==> src/rtl/uart_rx_pkg.sv <==
// Shared constants for the UART byte receiver: FSM encoding, data width, bit-period helper.
// No logic of its own; latency and backpressure are properties of the users of this package.
package uart_rx_pkg;

  localparam int DATA_W = 8;

  typedef enum logic [2:0] {
    ST_IDLE      = 3'd0,
    ST_START     = 3'd1,
    ST_DATA      = 3'd2,
    ST_PARITY    = 3'd3,
    ST_STOP      = 3'd4,
    ST_WAIT_IDLE = 3'd5
  } rx_state_e;

  // Integer division on purpose: the residual baud error is absorbed by mid-bit sampling.
  function automatic int clks_per_bit(input int clk_hz, input int baud);
    return clk_hz / baud;
  endfunction

endpackage

==> src/rtl/rx_sync_2ff.sv <==
// Two-flop synchroniser for an asynchronous level input, reset to RST_VAL (idle-high lines, buttons).
// Latency 2 clocks; no backpressure, the input is simply sampled every cycle.
module rx_sync_2ff #(
  parameter logic RST_VAL = 1'b1
) (
  input  logic clk,
  input  logic rst,
  input  logic d,
  output logic q
);

  logic meta_q, meta_d;
  logic sync_q, sync_d;

  always_comb begin
    meta_d = d;
    sync_d = meta_q;
  end

  always_ff @(posedge clk) begin
    if (rst) begin
      meta_q <= RST_VAL;
      sync_q <= RST_VAL;
    end else begin
      meta_q <= meta_d;
      sync_q <= sync_d;
    end
  end

  assign q = sync_q;

endmodule

==> src/rtl/uart_byte_rx.sv <==
// UART receiver, 8N1 LSB first (8E1 when UART_RX_PARITY_EN is defined), holding the last good byte.
// Latency ~9.5 bit times + 3 clocks from start edge; no backpressure, each good byte overwrites DATA_OUT.
module uart_byte_rx
  import uart_rx_pkg::*;
#(
  parameter int CLK_HZ = 12000000,
  parameter int BAUD   = 9600
) (
  input  logic              CLK_12MHz,
  input  logic              RST,
  input  logic              RX_IN,
  output logic [DATA_W-1:0] DATA_OUT,
  output logic              DATA_VALID,
  output logic              FRAME_ERR,
  output logic              BUSY
);

  localparam int CLKS_PER_BIT = clks_per_bit(CLK_HZ, BAUD);
  localparam int CNT_W        = $clog2(CLKS_PER_BIT);
  localparam logic [CNT_W-1:0] HALF_LAST = CNT_W'(CLKS_PER_BIT / 2 - 1);
  localparam logic [CNT_W-1:0] BIT_LAST  = CNT_W'(CLKS_PER_BIT - 1);

  rx_state_e         state_q, state_d;
  logic [CNT_W-1:0]  clk_cnt_q, clk_cnt_d;
  logic [2:0]        bit_idx_q, bit_idx_d;
  logic [DATA_W-1:0] shift_q, shift_d;
  logic [DATA_W-1:0] data_out_q, data_out_d;
  logic              data_valid_q, data_valid_d;
  logic              frame_err_q, frame_err_d;
  logic              rx_s;
  logic              half_done;
  logic              bit_done;
  logic              frame_bad;
  logic              busy;

  rx_sync_2ff #(
    .RST_VAL(1'b1)
  ) u_rx_sync (
    .clk(CLK_12MHz),
    .rst(RST),
    .d  (RX_IN),
    .q  (rx_s)
  );

  assign half_done = (clk_cnt_q == HALF_LAST);
  assign bit_done  = (clk_cnt_q == BIT_LAST);

`ifdef UART_RX_PARITY_EN
  logic par_err_q, par_err_d;
  assign frame_bad = par_err_q;
`else
  assign frame_bad = 1'b0;
`endif

  always_ff @(posedge CLK_12MHz) begin
    if (RST) begin
      state_q <= ST_IDLE;
    end else begin
      state_q <= state_d;
    end
  end

  always_comb begin
    state_d = state_q;
    case (state_q)
      ST_IDLE:  if (!rx_s) state_d = ST_START;
      ST_START: if (half_done) state_d = rx_s ? ST_IDLE : ST_DATA;
`ifdef UART_RX_PARITY_EN
      ST_DATA:   if (bit_done && bit_idx_q == 3'd7) state_d = ST_PARITY;
      ST_PARITY: if (bit_done) state_d = ST_STOP;
`else
      ST_DATA:   if (bit_done && bit_idx_q == 3'd7) state_d = ST_STOP;
`endif
      // A low stop bit may be the start of a break; wait for the line to recover.
      ST_STOP:      if (bit_done) state_d = rx_s ? ST_IDLE : ST_WAIT_IDLE;
      ST_WAIT_IDLE: if (rx_s) state_d = ST_IDLE;
      default:      state_d = ST_IDLE;
    endcase
  end

  always_comb begin
    busy = (state_q != ST_IDLE);
  end

  always_comb begin
    clk_cnt_d    = clk_cnt_q + CNT_W'(1);
    bit_idx_d    = bit_idx_q;
    shift_d      = shift_q;
    data_out_d   = data_out_q;
    data_valid_d = 1'b0;
    frame_err_d  = 1'b0;
`ifdef UART_RX_PARITY_EN
    par_err_d    = par_err_q;
`endif
    case (state_q)
      ST_START: begin
        if (half_done) begin
          clk_cnt_d = '0;
          bit_idx_d = '0;
`ifdef UART_RX_PARITY_EN
          par_err_d = 1'b0;
`endif
        end
      end
      ST_DATA: begin
        if (bit_done) begin
          clk_cnt_d          = '0;
          shift_d[bit_idx_q] = rx_s;
          bit_idx_d          = bit_idx_q + 3'd1;
        end
      end
`ifdef UART_RX_PARITY_EN
      ST_PARITY: begin
        if (bit_done) begin
          clk_cnt_d = '0;
          par_err_d = (^shift_q) ^ rx_s;
        end
      end
`endif
      ST_STOP: begin
        if (bit_done) begin
          clk_cnt_d = '0;
          if (rx_s && !frame_bad) begin
            data_out_d   = shift_q;
            data_valid_d = 1'b1;
          end else begin
            frame_err_d  = 1'b1;
          end
        end
      end
      default: clk_cnt_d = '0;
    endcase
  end

  always_ff @(posedge CLK_12MHz) begin
    if (RST) begin
      clk_cnt_q    <= '0;
      bit_idx_q    <= '0;
      shift_q      <= '0;
      data_out_q   <= '0;
      data_valid_q <= 1'b0;
      frame_err_q  <= 1'b0;
`ifdef UART_RX_PARITY_EN
      par_err_q    <= 1'b0;
`endif
    end else begin
      clk_cnt_q    <= clk_cnt_d;
      bit_idx_q    <= bit_idx_d;
      shift_q      <= shift_d;
      data_out_q   <= data_out_d;
      data_valid_q <= data_valid_d;
      frame_err_q  <= frame_err_d;
`ifdef UART_RX_PARITY_EN
      par_err_q    <= par_err_d;
`endif
    end
  end

  assign DATA_OUT   = data_out_q;
  assign DATA_VALID = data_valid_q;
  assign FRAME_ERR  = frame_err_q;
  assign BUSY       = busy;

endmodule
==> config.mk <==
export PLATFORM = sky130hd
export DESIGN_NAME = uart_byte_rx
export DESIGN_NICKNAME = d
export VERILOG_FILES = /design/src/rtl/uart_rx_pkg.sv /design/src/rtl/rx_sync_2ff.sv /design/src/rtl/uart_byte_rx.sv
export SDC_FILE = /design/constraint.sdc
export NUM_CORES = 1
export LEC_CHECK = 0
export CORE_MARGIN = 2
export CORE_UTILIZATION = 57
export DETAILED_ROUTE_END_ITERATION = 10
export PLACE_DENSITY = 0.74
export SLEW_MARGIN = 30
export SYNTH_ARGS = -nofsm -noshare
export SYNTH_HDL_FRONTEND = slang
export SYNTH_SLANG_ARGS = --single-unit
==> constraint.sdc <==
create_clock -name CLK_12MHz -period 2.2 [get_ports CLK_12MHz]
set_clock_uncertainty 0.1 [all_clocks]
set_input_delay 0.55 -clock CLK_12MHz [delete_from_list [all_inputs] [get_ports CLK_12MHz]]
set_output_delay 0.55 -clock CLK_12MHz [all_outputs]
set_load 0.005 [all_outputs]
==> flow_summary.ini <==
[layout]
antennaDiodeCount = 0
fin_nets = 211
multi_input_area_sq_um = 972
fillCellCount = 258
drive_gt1_share_pct = 12.7
area_growth_pct = 15.5
postLayoutCoreUtil_pct = 68.1
seq_area_sq_um = 746

[worst_setup_path]
r2r_setup_slack_ns = 0.24
cp_slowest_stage_delay_ns = 0.45
r2r_cells = 5
cp-start-kind = flip-flop
cp_max_fo = 5
worstPathCellList = or3_1 > clkdlybuf4s50_1
worstPathRequired_ns = 1.55
r2r_start = clk_cnt_q[0]
crit_type = flip-flop to primary output
r2r_end = shift_q[2]
worstPathArrival_ns = 1.50
end_kind = primary output
crit_slowest_cell = clkdlybuf4s50_1

[pwr]
p_leak_uw = 0.000829
p_switching_uw = 270
clkPwrFrac_pct = 40.5
pwr-share-seq_pct = 54.5
p_sw_share_pct = 21.8
comb_power_share_pct = 5.0
ir_worst_vdd_mv = 0.393
p_int_uw = 969
power_per_cell_area_nw_per_um2 = 606

[route]
post-route-drc-count = 0
drt_first_pass_iters = 4
vias = 1407
wl_per_cell_um = 15.0
drtAntennaViolNets = 0
drt_iter0_markers = 85
viasPerCell = 5.94
routed_wirelength_um = 3550

[sta]
finalCritPeriodShare_pct = 97.5
rsz0062_at_grt = false
final-setup-viol-count = 0
drv_slew = 0
hold_viol_final = 0
tightest_slew_ns = 0.513
fin_ws_ns = 0.0546
fmax_mhz = 466
max_slew_margin_pct = 64.9
min_period_ns = 2.15
tns_ns = 0

[logic_synthesis]
syn_nets = 193
syn-instance-count = 185
synth_top_area_share_pct = 41.8
syn-cell-area_sq_um = 1770
yosysTopAreaCell = dfxtp_1
ys_seq_elements = 37
synth_area_leaders = dfxtp_1, mux2i_1, nor3_1, xnor2_1, nand2_1
syn_avg_cell_area_sq_um = 9.57
yosys_warnings = 0
synth.distinct_cells = 42
synth-seq-area-share_pct = 41.8

[placement]
place_hpwl_um = 2480
place_ws_ns = 0.103
gp_congestion = 0.860
port_buffers = 13

[global_routing]
use_met2_pct = 32.8
met1_usage_pct = 28.4
antenna_found_initial = 0
busiest_layer = met2
grt_max_degree = 14
grt_usage_pct = 22.3
grt_pass1_wl_um = 5830
grt_util_met3_pct = 9.09
grt_overflow = 0
grt_pass1_vias = 1282

[floorplanning]
start_util_pct = 59.0
die_w_um = 59.7
core-area_sq_um = 3000
die_area_sq_um = 3570
rows = 20
io_pins = 14
die_h_um = 59.7

[worst_hold_path]
worstHoldEndpoint = u_rx_sync.q
min_path_type = flip-flop to flip-flop
min-delay-start = u_rx_sync.meta_q
worstHoldPathCells = 1

[outcome]
status = completed

[clock_tree]
path_clk_slew_ns = 0.11
cts-root-buf = clkbuf_4
ctsHoldBuffers = 0
h-tree-depth = 2
clock_latency_ns = 0.36
cts_sinks = 37
cts_tree = yes
clk_path_buf_depth = 2
cts-buffers-inserted = 5

[job]
cap_violations = 0
==> cells in the final DEF (no fill, tap or decap), types with 4 or more instances in the layout <==
master / netlist / layout
dfxtp_1: 37 / 35
mux2i_1: 20 / 20
nand2_1: 18 / 18
nor2_1: 14 / 14
nor3_1: 14 / 14
clkdlybuf4s50_1: 0 / 13
xnor2_1: 8 / 8
nand3_1: 8 / 8
buf_4: 2 / 7
inv_1: 5 / 5
ha_1: 5 / 5
clkbuf_4: 0 / 5
nand4_1: 4 / 4
nor4_1: 4 / 4
nor2b_1: 4 / 4
==> flip-flops by register name, indices dropped and copies added, names as in the netlist <==
name              count
clk_cnt_q            11
DATA_OUT              8
shift_q               8
bit_idx_q             3
state_q               3
DATA_VALID            1
FRAME_ERR             1
u_rx_sync.meta_q      1
u_rx_sync.q           1
==> metal layers <==
layer  routed length [um]  part of all wire (%)
met1                 1600                    45
met2                 1640                    46
met3                  229                   6.4
met4                   87                   2.4
met5                    0                     0
==> kinds of logic after synthesis <==
logic type / synth area share [%]
DFF: 41.8
xor gates and xnor gates: 4.95
buffers and inverters: 3.60
muxes: 11.3
adders and majority gates: 3.53
and+or+nand+nor: 29.5
AOI/OAI and AO/OA: 5.30
==> area by class of cell <==
type | count | share of cell area (%)
tap | 33 | 2.02
sequential | 37 | 36.5
inverter | 5 | 0.917
multi-input combinational | 134 | 47.5
clock inverter | 1 | 1.47
clock buffer | 7 | 2.69
timing repair buffer | 20 | 8.93
==> worst max path at each step <==
stage	start	cells after the start	to	slack (ns)
final	state_q[1]	2	BUSY	0.05
after floorplan	clk_cnt_q[2]	4	state_q[1]	0.48
after detailed placement	clk_cnt_q[2]	4	clk_cnt_q[5]	0.10
after global placement	clk_cnt_q[2]	4	clk_cnt_q[9]	0.17
after CTS	state_q[0]	2	BUSY	0.04
after global routing	state_q[1]	2	BUSY	0.01
==> what timing repair did <==
item	4_1_cts	5_1_grt
resized for setup	1	3
pin swaps	0	0
setup endpoints to repair	1	8
buffers inserted	0	1
==> critical path: cells and delay by family (launching register included) <==
| kind | cells | cell delay (ns) |
|---|---|---|
| buf+inv | 1 | 0.45 |
| flops | 1 | 0.36 |
| simple gates | 1 | 0.33 |
==> power groups by stage <==
stage / clock (uW) / sequential [uW] / combinational (uW)
2_1_floorplan: 0 / 690 / 42.9
3_3_place_gp: 0 / 693 / 54.2
3_5_place_dp: 0 / 693 / 55.2
4_1_cts: 506 / 678 / 55.5
5_1_grt: 537 / 676 / 67.5
6_report: 501 / 675 / 62.5
==> per-stage QoR <==
stage	power (uW)	hold WS, ns	instance area (sq um)	cells
6_report	1240	0.322	2050	237
5_1_grt	1280	0.336	2050	237
4_1_cts	1240	0.322	2030	236
3_5_place_dp	748	0.301	1940	228
2_1_floorplan	733	0.289	1770	185
3_3_place_gp	747	0.301	1940	228
==> synthesized netlist by cell type <==
cell	number
a2111oi_0	1
a211o_1	1
a211oi_2	1
a21o_1	1
a31oi_2	1
and2_1	1
and3_1	1
and4_1	2
and4bb_1	2
and4bb_2	1
buf_2	3
buf_4	2
clkbuf_1	4
dfxtp_1	37
ha_1	5
inv_1	5
mux2i_1	20
nand2_1	18
nand2b_1	2
nand3_1	8
nand3b_1	2
nand4_1	4
nand4b_1	2
nor2_1	14
nor2b_1	4
nor3_1	14
nor3_2	1
nor3b_1	2
nor4_1	4
nor4_2	1
nor4b_2	1
nor4bb_1	1
o21ai_1	1
o2bb2ai_1	1
o311a_4	1
o311ai_0	1
or2_2	2
or3_1	1
or3b_1	1
or4b_4	1
xnor2_1	8
xor2_1	2
(Power assumes the default switching activity.)
